**src/rtl/tdc_pulsegen_pkg.sv**
```systemverilog
// Shared definitions for the TDC pulse generator: CSR register indices,
// CTRL/STATUS bit positions and the pulse FSM state encoding.
package tdc_pulsegen_pkg;

    // Register indices within the CSR page (csr_a[2:0])
    localparam logic [2:0] REG_CTRL   = 3'd0;
    localparam logic [2:0] REG_PERIOD = 3'd1;
    localparam logic [2:0] REG_WIDTH  = 3'd2;
    localparam logic [2:0] REG_BURST  = 3'd3;
    localparam logic [2:0] REG_COUNT  = 3'd4;
    localparam logic [2:0] REG_STATUS = 3'd5;

    // CTRL and STATUS bit positions
    localparam int CTRL_EN_BIT     = 0;
    localparam int CTRL_START_BIT  = 1;
    localparam int STATUS_BUSY_BIT = 0;

    typedef enum logic [1:0] {
        ST_IDLE = 2'd0,
        ST_HIGH = 2'd1,
        ST_LOW  = 2'd2
    } state_e;

endpackage

```
**src/rtl/tdc_pulsegen_csr.sv**
```systemverilog
// CSR page of the pulse generator: address decode, R/W register file and a
// registered read mux (one cycle read latency, zero when the page is not
// selected).
// Ports:
//   sys_clk, sys_rst_n  clock and asynchronous active-low reset
//   csr_a/we/di/do      shared CSR bus
//   count_i, busy_i     read-only values supplied by the pulse engine
//   enable_o            enable as seen this cycle (includes a CTRL write in flight)
//   start_o             one-cycle start strobe (CTRL write with bit1 set)
//   count_clr_o         one-cycle strobe on any write to COUNT
//   period_o, width_o, burst_o  programmed (unclamped) register values
// cnt_width is expected to be below 32.
module tdc_pulsegen_csr
    import tdc_pulsegen_pkg::*;
#(
    parameter logic [3:0] csr_addr  = 4'h2,
    parameter int         cnt_width = 24
) (
    input  logic                 sys_clk,
    input  logic                 sys_rst_n,
    input  logic [13:0]          csr_a,
    input  logic                 csr_we,
    input  logic [31:0]          csr_di,
    output logic [31:0]          csr_do,
    input  logic [cnt_width-1:0] count_i,
    input  logic                 busy_i,
    output logic                 enable_o,
    output logic                 start_o,
    output logic                 count_clr_o,
    output logic [cnt_width-1:0] period_o,
    output logic [cnt_width-1:0] width_o,
    output logic [cnt_width-1:0] burst_o
);

    logic                 sel;
    logic                 wr;
    logic [2:0]           idx;
    logic                 ctrl_wr;
    logic                 enable_q;
    logic [cnt_width-1:0] period_q;
    logic [cnt_width-1:0] width_q;
    logic [cnt_width-1:0] burst_q;
    logic [31:0]          rdata;
    logic [31:0]          csr_do_d;
    logic [31:0]          csr_do_q;
    logic                 unused_bits;

    assign sel     = (csr_a[13:10] == csr_addr);
    assign idx     = csr_a[2:0];
    assign wr      = sel && csr_we;
    assign ctrl_wr = wr && (idx == REG_CTRL);

    // The engine reacts on the same edge as the CTRL write, so it sees the
    // value being written rather than the stored one.
    assign enable_o    = ctrl_wr ? csr_di[CTRL_EN_BIT] : enable_q;
    assign start_o     = ctrl_wr && csr_di[CTRL_START_BIT];
    assign count_clr_o = wr && (idx == REG_COUNT);

    assign period_o = period_q;
    assign width_o  = width_q;
    assign burst_o  = burst_q;

    assign unused_bits = ^{csr_a[9:3], csr_di[31:cnt_width]};

    always_ff @(posedge sys_clk or negedge sys_rst_n) begin
        if (!sys_rst_n) begin
            enable_q <= 1'b0;
            period_q <= cnt_width'(2);
            width_q  <= cnt_width'(1);
            burst_q  <= '0;
        end else if (wr) begin
            case (idx)
                REG_CTRL:   enable_q <= csr_di[CTRL_EN_BIT];
                REG_PERIOD: period_q <= csr_di[cnt_width-1:0];
                REG_WIDTH:  width_q  <= csr_di[cnt_width-1:0];
                REG_BURST:  burst_q  <= csr_di[cnt_width-1:0];
                default:    ;
            endcase
        end
    end

    always_comb begin
        rdata = '0;
        case (idx)
            REG_CTRL:   rdata[CTRL_EN_BIT]     = enable_q;
            REG_PERIOD: rdata[cnt_width-1:0]   = period_q;
            REG_WIDTH:  rdata[cnt_width-1:0]   = width_q;
            REG_BURST:  rdata[cnt_width-1:0]   = burst_q;
            REG_COUNT:  rdata[cnt_width-1:0]   = count_i;
            REG_STATUS: rdata[STATUS_BUSY_BIT] = busy_i;
            default:    rdata = '0;
        endcase
        csr_do_d = sel ? rdata : 32'd0;
    end

    always_ff @(posedge sys_clk or negedge sys_rst_n) begin
        if (!sys_rst_n) begin
            csr_do_q <= 32'd0;
        end else begin
            csr_do_q <= csr_do_d;
        end
    end

    assign csr_do = csr_do_q;

endmodule

```
**src/rtl/tdc_pulsegen.sv**
```systemverilog
// Programmable pulse generator for the TDC test-signal path. Software sets
// PERIOD/WIDTH/BURST and starts a run; the engine emits a registered pulse
// train and flags the end of a finite burst with a one-cycle done_irq.
// Ports:
//   sys_clk, sys_rst_n  clock and asynchronous active-low reset
//   csr_a/we/di/do      shared CSR bus (csr_do is zero when not selected)
//   pulse_o             generated pulse, registered
//   done_irq            one-cycle pulse after the last low phase of a burst
module tdc_pulsegen
    import tdc_pulsegen_pkg::*;
#(
    parameter logic [3:0] csr_addr  = 4'h2,
    parameter int         cnt_width = 24
) (
    input  logic        sys_clk,
    input  logic        sys_rst_n,
    input  logic [13:0] csr_a,
    input  logic        csr_we,
    input  logic [31:0] csr_di,
    output logic [31:0] csr_do,
    output logic        pulse_o,
    output logic        done_irq
);

    localparam logic [cnt_width-1:0] CNT_ONE = cnt_width'(1);

    logic                 enable;
    logic                 start;
    logic                 count_clr;
    logic [cnt_width-1:0] period;
    logic [cnt_width-1:0] width;
    logic [cnt_width-1:0] burst;
    logic [cnt_width-1:0] eff_w;
    logic [cnt_width-1:0] eff_p;

    state_e               state_q, state_d;
    logic [cnt_width-1:0] cnt_q, cnt_d;
    logic [cnt_width-1:0] count_q, count_d;
    logic [cnt_width-1:0] w_sh_q, w_sh_d;
    logic [cnt_width-1:0] p_sh_q, p_sh_d;
    logic [cnt_width-1:0] b_sh_q, b_sh_d;
    logic                 pulse_q, pulse_d;
    logic                 done_q, done_d;

    tdc_pulsegen_csr #(
        .csr_addr  (csr_addr),
        .cnt_width (cnt_width)
    ) u_csr (
        .sys_clk     (sys_clk),
        .sys_rst_n   (sys_rst_n),
        .csr_a       (csr_a),
        .csr_we      (csr_we),
        .csr_di      (csr_di),
        .csr_do      (csr_do),
        .count_i     (count_q),
        .busy_i      (state_q != ST_IDLE),
        .enable_o    (enable),
        .start_o     (start),
        .count_clr_o (count_clr),
        .period_o    (period),
        .width_o     (width),
        .burst_o     (burst)
    );

    // Clamp so that the pulse is at least one cycle high and at least one
    // cycle low. If width is all-ones, eff_w+1 wraps to 0; the period
    // counter also wraps to 0 exactly 2^cnt_width cycles in, so the
    // comparison still ends the period at the right time.
    assign eff_w = (width == '0) ? CNT_ONE : width;
    assign eff_p = (period > eff_w) ? period : (eff_w + CNT_ONE);

    always_ff @(posedge sys_clk or negedge sys_rst_n) begin
        if (!sys_rst_n) begin
            state_q <= ST_IDLE;
            cnt_q   <= '0;
            count_q <= '0;
            w_sh_q  <= '0;
            p_sh_q  <= '0;
            b_sh_q  <= '0;
            pulse_q <= 1'b0;
            done_q  <= 1'b0;
        end else begin
            state_q <= state_d;
            cnt_q   <= cnt_d;
            count_q <= count_d;
            w_sh_q  <= w_sh_d;
            p_sh_q  <= p_sh_d;
            b_sh_q  <= b_sh_d;
            pulse_q <= pulse_d;
            done_q  <= done_d;
        end
    end

    // cnt_q runs 1..w while high and w+1..p while low, so one period spans
    // exactly p cycles. Shadows are reloaded only at start and at period
    // boundaries, never mid-pulse.
    always_comb begin
        state_d = state_q;
        cnt_d   = cnt_q;
        count_d = count_q;
        w_sh_d  = w_sh_q;
        p_sh_d  = p_sh_q;
        b_sh_d  = b_sh_q;
        done_d  = 1'b0;

        if (start && enable) begin
            w_sh_d  = eff_w;
            p_sh_d  = eff_p;
            b_sh_d  = burst;
            cnt_d   = CNT_ONE;
            count_d = '0;
            state_d = ST_HIGH;
        end else if (!enable) begin
            state_d = ST_IDLE;
        end else begin
            case (state_q)
                ST_HIGH: begin
                    cnt_d = cnt_q + CNT_ONE;
                    if (cnt_q == w_sh_q) begin
                        state_d = ST_LOW;
                    end
                end
                ST_LOW: begin
                    if (cnt_q == p_sh_q) begin
                        count_d = count_q + CNT_ONE;
                        if ((b_sh_q != '0) && ((count_q + CNT_ONE) == b_sh_q)) begin
                            state_d = ST_IDLE;
                            done_d  = 1'b1;
                        end else begin
                            w_sh_d  = eff_w;
                            p_sh_d  = eff_p;
                            b_sh_d  = burst;
                            cnt_d   = CNT_ONE;
                            state_d = ST_HIGH;
                        end
                    end else begin
                        cnt_d = cnt_q + CNT_ONE;
                    end
                end
                default: ;
            endcase
        end

        // A software clear beats a same-cycle increment.
        if (count_clr) begin
            count_d = '0;
        end

        pulse_d = (state_d == ST_HIGH);
    end

    assign pulse_o  = pulse_q;
    assign done_irq = done_q;

endmodule

```
**config.mk**
```make
export PLATFORM = sky130hd
export DESIGN_NAME = tdc_pulsegen
export DESIGN_NICKNAME = d
export VERILOG_FILES = /design/src/rtl/tdc_pulsegen_pkg.sv /design/src/rtl/tdc_pulsegen_csr.sv /design/src/rtl/tdc_pulsegen.sv
export SDC_FILE = /design/constraint.sdc
export NUM_CORES = 1
export LEC_CHECK = 0
export CAP_MARGIN = 20
export CORE_MARGIN = 5
export CORE_UTILIZATION = 35
export DETAILED_ROUTE_END_ITERATION = 6
export GPL_TIMING_DRIVEN = 0
export SYNTH_ARGS = -nofsm -noshare
export SYNTH_HDL_FRONTEND = slang
export SYNTH_SLANG_ARGS = --single-unit
```
**constraint.sdc**
```tcl
create_clock -name sys_clk -period 3.7 [get_ports sys_clk]
set_input_delay 0.925 -clock sys_clk [delete_from_list [all_inputs] [get_ports sys_clk]]
set_output_delay 0.925 -clock sys_clk [all_outputs]
set_load 0.03 [all_outputs]
```
==> results.txt, run 1 <==
----------------------------------------------------
[Synthesis]
  Count of synthesis-stage warnings from yosys ... 0
  Synthesis-stage register bit count ... 221
  Number of distinct library cells after synthesis ... 69
  Synthesized area ... 12200 um^2
  Primary FF master, synth ... dfrtp_1
  Fraction of the yosys area taken by sequential cells ... 0.455
  Async SR Flop Fraction ... 1.00
  Mean instance size in the synthesized netlist ... 10.0 um^2
  Number of instances in the synthesized netlist ... 1210
  Number of enable-type register cells in the synthesized netlist ... 0

[Job]
  Max-cap violations ... 0

[Timing]
  Worst slew pin tran ... 0.998 ns
  Worst clock skew on the final layout ... 0.00892 ns
  Shortest clock period the worst path allows after layout ... 3.60 ns
  Number of max-slew violations in the final report ... 0
  Tightest slew margin relative to the limit ... 0.329
  Setup repair after global routing missed its margin ... yes
  Total Neg Setup Slack ... 0 ns
  Fin crit share ... 0.973
  Maximum clock rate ... 0.278 GHz
  Setup violation total in the final timing report ... 0
  Final setup margin ... 0.0990 ns
  Number of hold violations in the final report ... 0

[Pwr]
  Share of total power consumed by net switching ... 0.260
  Internal power summed over all cells ... 4420 uW
  Sw Pwr ... 1560 uW
  Power density over cell area ... 407 nW/um^2
  Sequential group share of total power ... 0.435
  P_leak ... 0.00633 uW
  Combinational power share ... 0.125
  Peak supply drop ... 0.351 mV
  Power share of the clock group ... 0.440

[Setup path]
  Category of the worst setup path capture point ... flop
  CP max-delay cell ... or4_1
  Classification of the worst setup path ... flop to flop
  Crit path top cell by count ... buf_6
  Bufs and invs on worst path ... 2
  Kind of cell adding the most delay to the critical path ... simple AND/OR/NAND/NOR gates
  Crit path arrival time ... 4.07 ns
  Req. time, crit path ... 4.17 ns
  Top fanout value on the critical path ... 10
  Critical Path Source Type ... flop
  Max stage delay on crit path ... 0.50 ns
  Cell chain of the critical path ... ha_4, nand4_1, or2_4, or3_1, buf_6, or4_4, a211o_4, o31a_1, buf_6, or4_1, nand2_1

[Layout]
  Leading cell type in the layout, fill and taps excluded ... dfrtp_1
  Final Non-Filler Cells ... 1795
  Post-route core utilization ... 0.426
  Final layout net count ... 1402
  Area added between synthesis and finish ... 20.7%
  Fraction of final layout cells with drive strength greater than 1 ... 0.186
  Commonest non-fill, non-tap cells in the layout ... 214 x dfrtp_1, 110 x nand2_1, 98 x mux2_2
  Total inserted antenna cells ... 0

[Placed design]
  Placed Cells incl. Taps ... 1732
  HPWL reported at the end of detailed placement ... 27000 um
  Pre-CTS setup slack ... -1.13 ns
  Number of I/O port buffers ... 58
  GP Congestion ... 0.893

[Clock tree]
  Number of buffers inserted during clock tree synthesis ... 27
  Clock slew seen by the registers of the worst setup and hold paths ... 0.06 ns
  Max clock buf depth ... 3
  Clock sink total ... 221
  H-Tree Level Count ... 1
  Clock latency reported for the late side of the worst-skew pair ... 0.54 ns
  Buffer type at the clock tree root ... clkbuf_16
  TritonCTS clock tree ... done

[Die]
  Starting utilization of the core area ... 0.353
  Core region area ... 34500 um^2
  I/O Pins ... 83
  Total Die Area ... 38600 um^2
  Vertical extent of the die ... 196 um
  Row count ... 68
  Chip Width ... 196 um

[Drt]
  Drt wl/cell ... 20.2 um
  DRC violation count after routing ... 0
  Via density per instance ... 5.48
  Drt first pass iters ... 5
  Total wirelength of the detailed-routed design ... 36200 um
  DRT iter0 DRCs ... 799
  Final antenna-violating net count ... 0
  Vias after detailed routing ... 9832

[Global routing]
  Met1 Use GR ... 0.275
  Peak-usage layer in the global routing report ... met2
  Global routing met3 resource utilization ... 0.0282
  Number of antenna violations at the first check in global routing ... 1
  Gr ovfl total ... 0
  Routing usage on met2 ... 0.283
  Number of global-route vias before repair ... 9683
  Pin count of the biggest net entering global routing ... 99
  First-pass GRT wire length ... 56900 um
  GRT Util Overall ... 0.185

[Outcome]
  Outcome ... finished clean

[Hold path]
  Worst hold-check path type ... input pin to asynchronous set/reset pin

----------------------------------------------------
## through the flow
stage                     cell area (um^2)  hold slack (ns)  total power (uW)
after floorplan                      12200            0.469              3080
after global placement               13300            0.484              3350
after detailed placement             13400            0.491              3360
after CTS                            14500            0.295              6030
after global routing                 14700            0.319              6210
final                                14700            0.298              5980
## cell usage after synthesis, types with 13 or more instances
| library cell | number | area [um^2] |
|---|---|---|
| a22oi_1 | 46 | 345 |
| clkbuf_1 | 53 | 199 |
| or4_1 | 16 | 120 |
| nand2_1 | 111 | 417 |
| nand4_1 | 33 | 206 |
| mux2_2 | 98 | 1100 |
| nor2_1 | 57 | 214 |
| o31ai_1 | 13 | 97.6 |
| xor2_1 | 38 | 333 |
| nand3_1 | 37 | 185 |
| dfrtp_1 | 219 | 5480 |
| ha_1 | 30 | 375 |
| buf_2 | 20 | 100 |
| mux2i_1 | 24 | 240 |
| a21oi_1 | 56 | 280 |
| nor4_1 | 28 | 175 |
| o21ai_0 | 62 | 310 |
| inv_1 | 43 | 161 |
| xnor2_1 | 78 | 683 |
| nor3_1 | 18 | 90.1 |
## routing by layer
layer	vias up	routed length [um]
li1	4553	-
met1	4902	17000
met2	324	16000
met3	51	2300
met4	2	877
met5	-	13
## registers in the layout (all words and copies together), names as in the netlist
signal          cells
b_sh_q             24
cnt_q              24
count_q            24
p_sh_q             24
u_csr.burst_o      24
u_csr.csr_do       24
u_csr.period_o     24
u_csr.width_o      24
w_sh_q             24
state_q             2
done_irq            1
pulse_o             1
u_csr.enable_q      1
## cell type report
class	instances	area, um^2
plain buffers	80	417
fillers	3311	19800
flip-flops and latches	221	5540
clock buffers	37	783
repair buffers	82	806
multi-input cells	868	6300
clock inverters	9	101
inverters	43	161
well taps	455	569
## power groups by stage
stage	combinational, uW	clock [uW]	sequential (uW)
after floorplan	479	0	2600
after CTS	735	2700	2590
after global routing	812	2790	2610
after detailed placement	727	0	2640
final	747	2630	2600
after global placement	716	0	2640
## what timing repair did
action                                  in CTS  in global routing
setup buffers                               10                 12
pin swaps                                    4                  9
hold buffers                                 0                  0
endpoints found under the setup margin     106                 93
resized for setup                           32                 33
endpoints found under the hold margin        0                  0
## worst reg2reg max path, cell delays in order, from the launching register on
cell	delay [ns]
dfrtp_2	0.41
ha_4	0.16
nand4_1	0.20
or2_4	0.32
or3_1	0.34
buf_6	0.15
or4_4	0.45
a211o_4	0.42
o31a_1	0.34
buf_6	0.16
or4_1	0.50
nand2_1	0.08
## cells by family (layout without fill, tap and decap cells)
family / after synthesis / after routing / synth area share
buf+inv: 128 / 251 / 0.0453
flops: 221 / 221 / 0.455
fa+ha+maj: 30 / 30 / 0.0309
simple gates: 360 / 360 / 0.152
mux: 123 / 123 / 0.111
other cells: 1 / 8 / 0.000309
xor+xnor: 116 / 116 / 0.0836
compound gates: 231 / 231 / 0.121
## final timing paths
| path | start | to | slack (ns) | cells after the start |
|---|---|---|---|---|
| min reg2reg | w_sh_q[10] | w_sh_q[10] | 0.50 | 2 |
| min | sys_rst_n | w_sh_q[5] | 0.30 | 1 |
| max in group asynchronous | sys_rst_n | count_q[15] | 2.54 | 2 |
| max reg2reg | count_q[0] | cnt_q[20] | 0.1 | 11 |
| max | count_q[0] | cnt_q[20] | 0.1 | 11 |
| min in group sys_clk | w_sh_q[10] | w_sh_q[10] | 0.50 | 2 |
(Power assumes the default switching activity.)
==> run 2, diff against run 1 <==
- CTS_CLUSTER_SIZE: unset -> 20
- SYNTH_HIERARCHICAL: unset -> 1
==> run 2 against run 1 <==
Against the previous run:
- sequential cell count did not move
- die area rose by 9.6%
- global-route usage rose by 1.0 points
- largest cell class unchanged
- critical path depth did not move
- hold slack got worse by 0.058 ns
- sequential share of layout area fell by 3.0 points
- fmax fell by 0.68%
- setup slack got worse by 0.025 ns
==> results.txt, run 2 <==
----------------------------------------------------
[Layout]
  Fraction of final layout cells with drive strength greater than 1 ... 0.180 (was 0.186)
  Post-route core utilization ... 0.423 (was 0.426)
  Final layout net count ... 1553 (was 1402)
  Area added between synthesis and finish ... 19.0% (was 20.7%)
  Total of fill cells in the finished design ... 3710 (was 3311)
  Commonest non-fill, non-tap cells in the layout ... 217 x dfrtp_1, 115 x mux2_2, 99 x nor2_1 (was 214 x dfrtp_1, 110 x nand2_1, 98 x mux2_2)
  Final design instance area without fill ... 15900 um^2 (was 14700 um^2)
  Leading cell type in the layout, fill and taps excluded ... dfrtp_1 (unchanged)

[Outcome]
  Outcome ... finished clean (unchanged)

[Timing]
  Worst slew pin tran ... 0.744 ns (was 0.998 ns)
  Number of max-slew violations in the final report ... 0 (unchanged)
  Tightest slew margin relative to the limit ... 0.500 (was 0.329)
  Number of hold violations in the final report ... 0 (unchanged)
  Setup violation total in the final timing report ... 0 (unchanged)
  Shortest clock period the worst path allows after layout ... 3.63 ns (was 3.60 ns)
  Final setup margin ... 0.0743 ns (was 0.0990 ns)
  Fin crit share ... 0.980 (was 0.973)
  Worst clock skew on the final layout ... 0.0325 ns (was 0.00892 ns)
  Maximum clock rate ... 0.276 GHz (was 0.278 GHz)

[Setup path]
  Launch instance of the worst register-to-register path ... u_csr/width_o[9] (was count_q[0])
  Kind of cell adding the most delay to the critical path ... compound AO/OA/AOI/OAI gates (was simple AND/OR/NAND/NOR gates)
  Category of the worst setup path capture point ... flop (unchanged)
  Cell chain of the critical path ... inv_1, ha_1, a21o_1, a21oi_1, o21ai_0, a2111oi_2, o21ai_0, o31ai_4, buf_4, mux2_2, mux2_2 (was ha_4, nand4_1, or2_4, or3_1, buf_6, or4_4, a211o_4, o31a_1, buf_6, or4_1, nand2_1)
  Critical Path Source Type ... flop (unchanged)
  Capture instance of the worst register-to-register path ... p_sh_q[8] (was cnt_q[20])
  Cell depth of the worst flop-to-flop path ... 11 (unchanged)
  Bufs and invs on worst path ... 2 (unchanged)
  Worst reg2reg setup slack ... 0.07 ns (was 0.1 ns)
  Crit path arrival time ... 4.06 ns (was 4.07 ns)
  Req. time, crit path ... 4.13 ns (was 4.17 ns)
  Max stage delay on crit path ... 0.53 ns (was 0.50 ns)
  Top fanout value on the critical path ... 10 (unchanged)
  CP max-delay cell ... a2111oi_2 (was or4_1)
  Classification of the worst setup path ... flop to flop (unchanged)

[Placed design]
  GP Congestion ... 0.967 (was 0.893)
  HPWL reported at the end of detailed placement ... 31500 um (was 27000 um)
  Number of I/O port buffers ... 57 (was 58)
  Pre-CTS setup slack ... -1.20 ns (was -1.13 ns)
  Instance area after placement ... 14700 um^2 (was 13400 um^2)

[Pwr]
  Design Power ... 6490 uW (was 5980 uW)
  P_leak ... 0.00688 uW (was 0.00633 uW)
  Peak supply drop ... 0.257 mV (was 0.351 mV)
  Power density over cell area ... 408 nW/um^2 (was 407 nW/um^2)

[Drt]
  Drt first pass iters ... 5 (unchanged)
  DRC violation count after routing ... 0 (unchanged)
  Detailed route wirelength on metal3 ... 2630 um (was 2300 um)
  Metal1 wirelength ... 19600 um (was 17000 um)
  Total wirelength of the detailed-routed design ... 42000 um (was 36200 um)
  Via density per instance ... 5.63 (was 5.48)
  DRT iter0 DRCs ... 1075 (was 799)
  Vias after detailed routing ... 11300 (was 9832)
  Final antenna-violating net count ... 0 (unchanged)
  Total length of routed met2 wires ... 18700 um (was 16000 um)
  Uppermost layer routed ... met4 (was met5)
  Drt wl/cell ... 20.9 um (was 20.2 um)

[Clock tree]
  Number of buffers inserted for hold repair after clock tree synthesis ... 0 (unchanged)
  Max clock buf depth ... 3 (unchanged)
  Clock latency reported for the late side of the worst-skew pair ... 0.58 ns (was 0.54 ns)
  Clock sink total ... 221 (unchanged)
  H-Tree Level Count ... 1 (unchanged)
  TritonCTS clock tree ... done (unchanged)
  Number of buffers inserted during clock tree synthesis ... 27 (unchanged)
  Buffer type at the clock tree root ... clkbuf_16 (unchanged)
  Clock slew seen by the registers of the worst setup and hold paths ... 0.06 ns (about the same)

[Die]
  Starting utilization of the core area ... 0.355 (was 0.353)
  Row count ... 71 (was 68)
  Chip Width ... 206 um (was 196 um)
  I/O Pins ... 83 (unchanged)
  Vertical extent of the die ... 206 um (was 196 um)
  Total Die Area ... 42300 um^2 (was 38600 um^2)
  Core region area ... 37700 um^2 (was 34500 um^2)

[Synthesis]
  Most frequent cells after synthesis ... 219 x dfrtp_1, 115 x mux2_2, 99 x nor2_1 (was 219 x dfrtp_1, 111 x nand2_1, 98 x mux2_2)
  Number of distinct library cells after synthesis ... 71 (was 69)
  Synthesized area ... 13400 um^2 (was 12200 um^2)
  Number of enable-type register cells in the synthesized netlist ... 0 (unchanged)
  Synthesis-stage register bit count ... 221 (unchanged)
  Async SR Flop Fraction ... 1.00 (unchanged)
  Cell type with the largest total area after synthesis ... dfrtp_1 (unchanged)
  Most common cell in the netlist ... dfrtp_1 (unchanged)
  Mean instance size in the synthesized netlist ... 9.75 um^2 (was 10.0 um^2)
  Number of instances in the synthesized netlist ... 1373 (was 1210)
  Fraction of the yosys area taken by sequential cells ... 0.413 (was 0.455)
  Count of synthesis-stage warnings from yosys ... 6 (was 0)
  Top cell type's share of synthesized area ... 0.409 (was 0.451)
  Leading cell types by total area after synthesis ... dfrtp_1 41%, mux2_2 9.7%, xnor2_1 4.5%, xor2_1 3.3%, a221o_1 3.2% (was dfrtp_1 45%, mux2_2 9.1%, xnor2_1 5.6%, nand2_1 3.4%, ha_1 3.1%)
  Primary FF master, synth ... dfrtp_1 (unchanged)

[Hold path]
  Worst hold-check path type ... input pin to asynchronous set/reset pin (unchanged)

[Global routing]
  First-pass GRT wire length ... 65000 um (was 56900 um)
  Number of global-route vias before repair ... 11000 (was 9683)
  Gr ovfl total ... 0 (unchanged)
  GRT Util Overall ... 0.195 (was 0.185)
  Pin count of the biggest net entering global routing ... 97 (was 99)
  Number of antenna violations at the first check in global routing ... 0 (was 1)

[Job]
  Max-cap violations ... 0 (unchanged)

----------------------------------------------------
-- run 2: area by class of cell --
cell class | count | area (um^2) | share of cell area
plain buffers | 112 | 529 | 0.0332
repair buffers | 65 | 676 | 0.0424
clock inverters | 17 | 319 | 0.0200
multi-input cells | 1003 | 7320 | 0.459
flip-flops and latches | 221 | 5540 | 0.347
well taps | 511 | 639 | 0.0401
diodes | 1 | 2.50 | 0.000157
inverters | 44 | 165 | 0.0104
clock buffers | 33 | 748 | 0.0470
-- run 2: cell families after synthesis --
family	share of synthesized area
fa+ha+maj	0.0280
buf+inv	0.0500
compound gates	0.134
other cells	0.000280
mux	0.111
xor+xnor	0.0779
simple gates	0.185
flops	0.413
-- run 2: how the worst max path moves through the flow --
stage / slack [ns] / to / start / cells past startpoint
2_1_floorplan: 0.20 / count_q[15] / csr_a[10] / 9
3_3_place_gp: -7.85 / cnt_q[14] / sys_rst_n / 1
3_5_place_dp: -1.20 / count_q[23] / csr_a[10] / 11
4_1_cts: 0.0008 / count_q[23] / csr_a[10] / 12
5_1_grt: -0.01 / p_sh_q[17] / u_csr/width_o[14] / 13
6_report: 0.07 / p_sh_q[8] / u_csr/width_o[9] / 11
-- run 2: worst reg2reg max path, delay by kind of cell, from the launching register on --
kind | cells | cell delay [ns]
multiplexers | 2 | 0.65
AO/OA/AOI/OAI | 6 | 1.55
buffers and inverters | 2 | 0.46
adder cells (fa/ha/maj) | 1 | 0.31
flip-flops | 1 | 0.51
-- run 2: through the flow --
| stage | hold slack, ns | TNS [ns] | cells |
|---|---|---|---|
| after CTS | 0.246 | 0 | 2003 |
| after floorplan | 0.495 | 0 | 1380 |
| after global routing | 0.274 | -0.0375 | 2006 |
| after detailed placement | 0.522 | -99.80 | 1950 |
| final | 0.240 | 0 | 2007 |
| after global placement | 0.513 | -1816.27 | 1948 |
-- run 2: what timing repair did --
action	in CTS	in global routing
pin swaps	2	2
setup endpoints to repair	108	94
buffers inserted	3	3
gates cloned	0	0
resized for setup	22	26
-- run 2: routing by layer --
metal  up-vias  track usage
met5         -            0
met4         0       0.0555
met3        64       0.0299
met2       369        0.301
met1      5697        0.285
li1       5179            -
-- run 2: report_power, final --
part	leakage [uW]	total, uW	internal (uW)	switching [uW]
sequential	0.00299	2610	2490	119
clock	0.000519	3150	2010	1140
combinational	0.00337	736	332	404
total	0.00688	6490	4830	1660
==> run 3, diff against run 2 <==
--- a/config.mk
+++ b/config.mk
@@ -12,3 +12,2 @@
 export DETAILED_ROUTE_END_ITERATION = 6
-export GPL_TIMING_DRIVEN = 0
 export SYNTH_ARGS = -nofsm -noshare
--- a/constraint.sdc
+++ b/constraint.sdc
@@ -3,2 +3,2 @@
 set_output_delay 0.925 -clock sys_clk [all_outputs]
-set_load 0.03 [all_outputs]
+set_load 0.01 [all_outputs]
==> run 3 against run 2 <==
Against the previous run:
- total power is 7.9% lower
- combinational power is 6.7% higher
- die area stayed put
- first-iteration DRC count is 29% lower
- critical path type unchanged
- critical endpoint is now cnt_q[12]
- largest power group unchanged
==> results.txt, run 3 (synthesis results as in run 2) <==
----------------------------------------------------
[Layout]
  Final layout net count ... 1518 (was 1553)
  Area used by multi-input combinational logic ... 7270 um^2 (was 7320 um^2)
  Total inserted antenna cells ... 0 (was 1)
  Leading cell type in the layout, fill and taps excluded ... dfrtp_1 (unchanged)
  Sequential Area ... 5530 um^2 (was 5540 um^2)
  Total of fill cells in the finished design ... 3666 (was 3710)
  Fraction of final layout cells with drive strength greater than 1 ... 0.187 (was 0.180)
  Final design instance area without fill ... 15900 um^2 (about the same)
  Commonest non-fill, non-tap cells in the layout ... 219 x dfrtp_1, 115 x mux2_2, 99 x nor2_1 (was 217 x dfrtp_1, 115 x mux2_2, 99 x nor2_1)
  Area added between synthesis and finish ... 18.4% (was 19.0%)
  Final Non-Filler Cells ... 1966 (was 2007)

[Die]
  Chip Width ... 206 um (unchanged)
  Vertical extent of the die ... 206 um (unchanged)
  Row count ... 71 (unchanged)
  Starting utilization of the core area ... 0.355 (unchanged)
  Core region area ... 37700 um^2 (unchanged)
  I/O Pins ... 83 (unchanged)
  Total Die Area ... 42300 um^2 (unchanged)

[Global routing]
  GRT Util Overall ... 0.191 (was 0.195)
  Number of antenna violations at the first check in global routing ... 0 (unchanged)
  Number of global-route vias before repair ... 10600 (was 11000)
  Gr ovfl total ... 0 (unchanged)
  First-pass GRT wire length ... 63700 um (was 65000 um)
  Pin count of the biggest net entering global routing ... 87 (was 97)

[Timing]
  Worst clock skew on the final layout ... 0.00861 ns (was 0.0325 ns)
  Maximum clock rate ... 0.294 GHz (was 0.276 GHz)
  Setup violation total in the final timing report ... 0 (unchanged)
  Fin crit share ... 0.919 (was 0.980)
  Final setup margin ... 0.301 ns (was 0.0743 ns)
  Worst slew pin tran ... 0.790 ns (was 0.744 ns)
  Shortest clock period the worst path allows after layout ... 3.40 ns (was 3.63 ns)
  Number of max-slew violations in the final report ... 0 (unchanged)
  Tightest slew margin relative to the limit ... 0.468 (was 0.500)
  Total Neg Setup Slack ... 0 ns (unchanged)
  Setup repair after global routing missed its margin ... no
  Number of hold violations in the final report ... 0 (unchanged)

[Pwr]
  Peak supply drop ... 0.349 mV (was 0.257 mV)
  Design Power ... 5980 uW (was 6490 uW)
  P_leak ... 0.00690 uW (was 0.00688 uW)
  Power density over cell area ... 377 nW/um^2 (was 408 nW/um^2)

[Drt]
  DRC violation count after routing ... 0 (unchanged)
  Drt first pass iters ... 5 (unchanged)
  Vias after detailed routing ... 10900 (was 11300)
  Drt wl/cell ... 20.6 um (was 20.9 um)
  DRT iter0 DRCs ... 761 (was 1075)
  Via density per instance ... 5.54 (was 5.63)
  Total wirelength of the detailed-routed design ... 40500 um (was 42000 um)
  Final antenna-violating net count ... 0 (unchanged)

[Clock tree]
  Buffer type at the clock tree root ... clkbuf_16 (unchanged)
  Clock latency reported for the late side of the worst-skew pair ... 0.55 ns (was 0.58 ns)
  H-Tree Level Count ... 1 (unchanged)
  Max clock buf depth ... 3 (unchanged)
  Number of buffers inserted during clock tree synthesis ... 27 (unchanged)
  Number of buffers inserted for hold repair after clock tree synthesis ... 0 (unchanged)
  Number of post-CTS setup repair buffers ... 0 (was 3)
  Clock sink total ... 221 (unchanged)
  TritonCTS clock tree ... done (unchanged)
  Clock slew seen by the registers of the worst setup and hold paths ... 0.06 ns (about the same)
  Total of cells resized after clock tree synthesis ... 0 (was 22)

[Placed design]
  Pre-CTS setup slack ... -0.150 ns (was -1.20 ns)
  Instance area after placement ... 15000 um^2 (was 14700 um^2)
  GP Congestion ... 0.899 (was 0.967)
  Number of I/O port buffers ... 59 (was 57)
  Placed Cells incl. Taps ... 1920 (was 1950)
  HPWL reported at the end of detailed placement ... 29600 um (was 31500 um)

[Setup path]
  Crit path arrival time ... 3.87 ns (was 4.06 ns)
  Category of the worst setup path capture point ... flop (unchanged)
  Critical Path Source Type ... flop (unchanged)
  Top fanout value on the critical path ... 10 (unchanged)
  Req. time, crit path ... 4.17 ns (was 4.13 ns)
  Classification of the worst setup path ... flop to flop (unchanged)

[Hold path]
  Worst hold-check path type ... input pin to asynchronous set/reset pin (unchanged)

[Outcome]
  Outcome ... finished clean (unchanged)

[Job]
  Max-cap violations ... 0 (unchanged)

----------------------------------------------------
[run 3: area by class of cell]
type | count | share of cell area
clock inverters | 9 | 0.00647
repair buffers | 142 | 0.0874
clock buffers | 36 | 0.0479
inverters | 44 | 0.0104
flip-flops and latches | 221 | 0.349
well taps | 511 | 0.0403
multi-input cells | 1003 | 0.458
[run 3: stage by stage]
| stage | util | hold WS [ns] |
|---|---|---|
| after global routing | 0.421 | 0.436 |
| after detailed placement | 0.398 | 0.518 |
| final | 0.421 | 0.363 |
| after global placement | 0.398 | 0.513 |
| after floorplan | - | 0.495 |
| after CTS | 0.421 | 0.401 |
[run 3: per-layer routing]
layer,part of all wire,global-route usage
met3,0.054,0.0288
met2,0.44,0.291
met5,0,0
met4,0.022,0.0431
met1,0.48,0.287
[run 3: power breakdown]
group	total (uW)	switching (uW)	internal, uW
combinational	785	410	375
sequential	2580	91.9	2490
clock	2610	1050	1560
[run 3: worst max-delay path, cell delays in order, from the launching register on]
cell       delay, ns
dfrtp_1         0.55
nand2_1         0.22
or3_1           0.50
nor4_1          0.40
mux2i_1         0.34
o2111ai_1       0.25
or4_1           0.67
buf_4           0.23
a21oi_1         0.16
[run 3: worst paths after layout]
check                      startpoint               end  slack (ns)  cells past startpoint
max in group asynchronous   sys_rst_n  u_csr/width_o[0]        2.54                      2
max reg2reg                count_q[9]         cnt_q[12]        0.30                      8
max                        count_q[9]         cnt_q[12]        0.30                      8
min                         sys_rst_n        count_q[3]        0.36                      1
min in group sys_clk        p_sh_q[0]         p_sh_q[0]        0.53                      1
min reg2reg                 p_sh_q[0]         p_sh_q[0]        0.53                      1
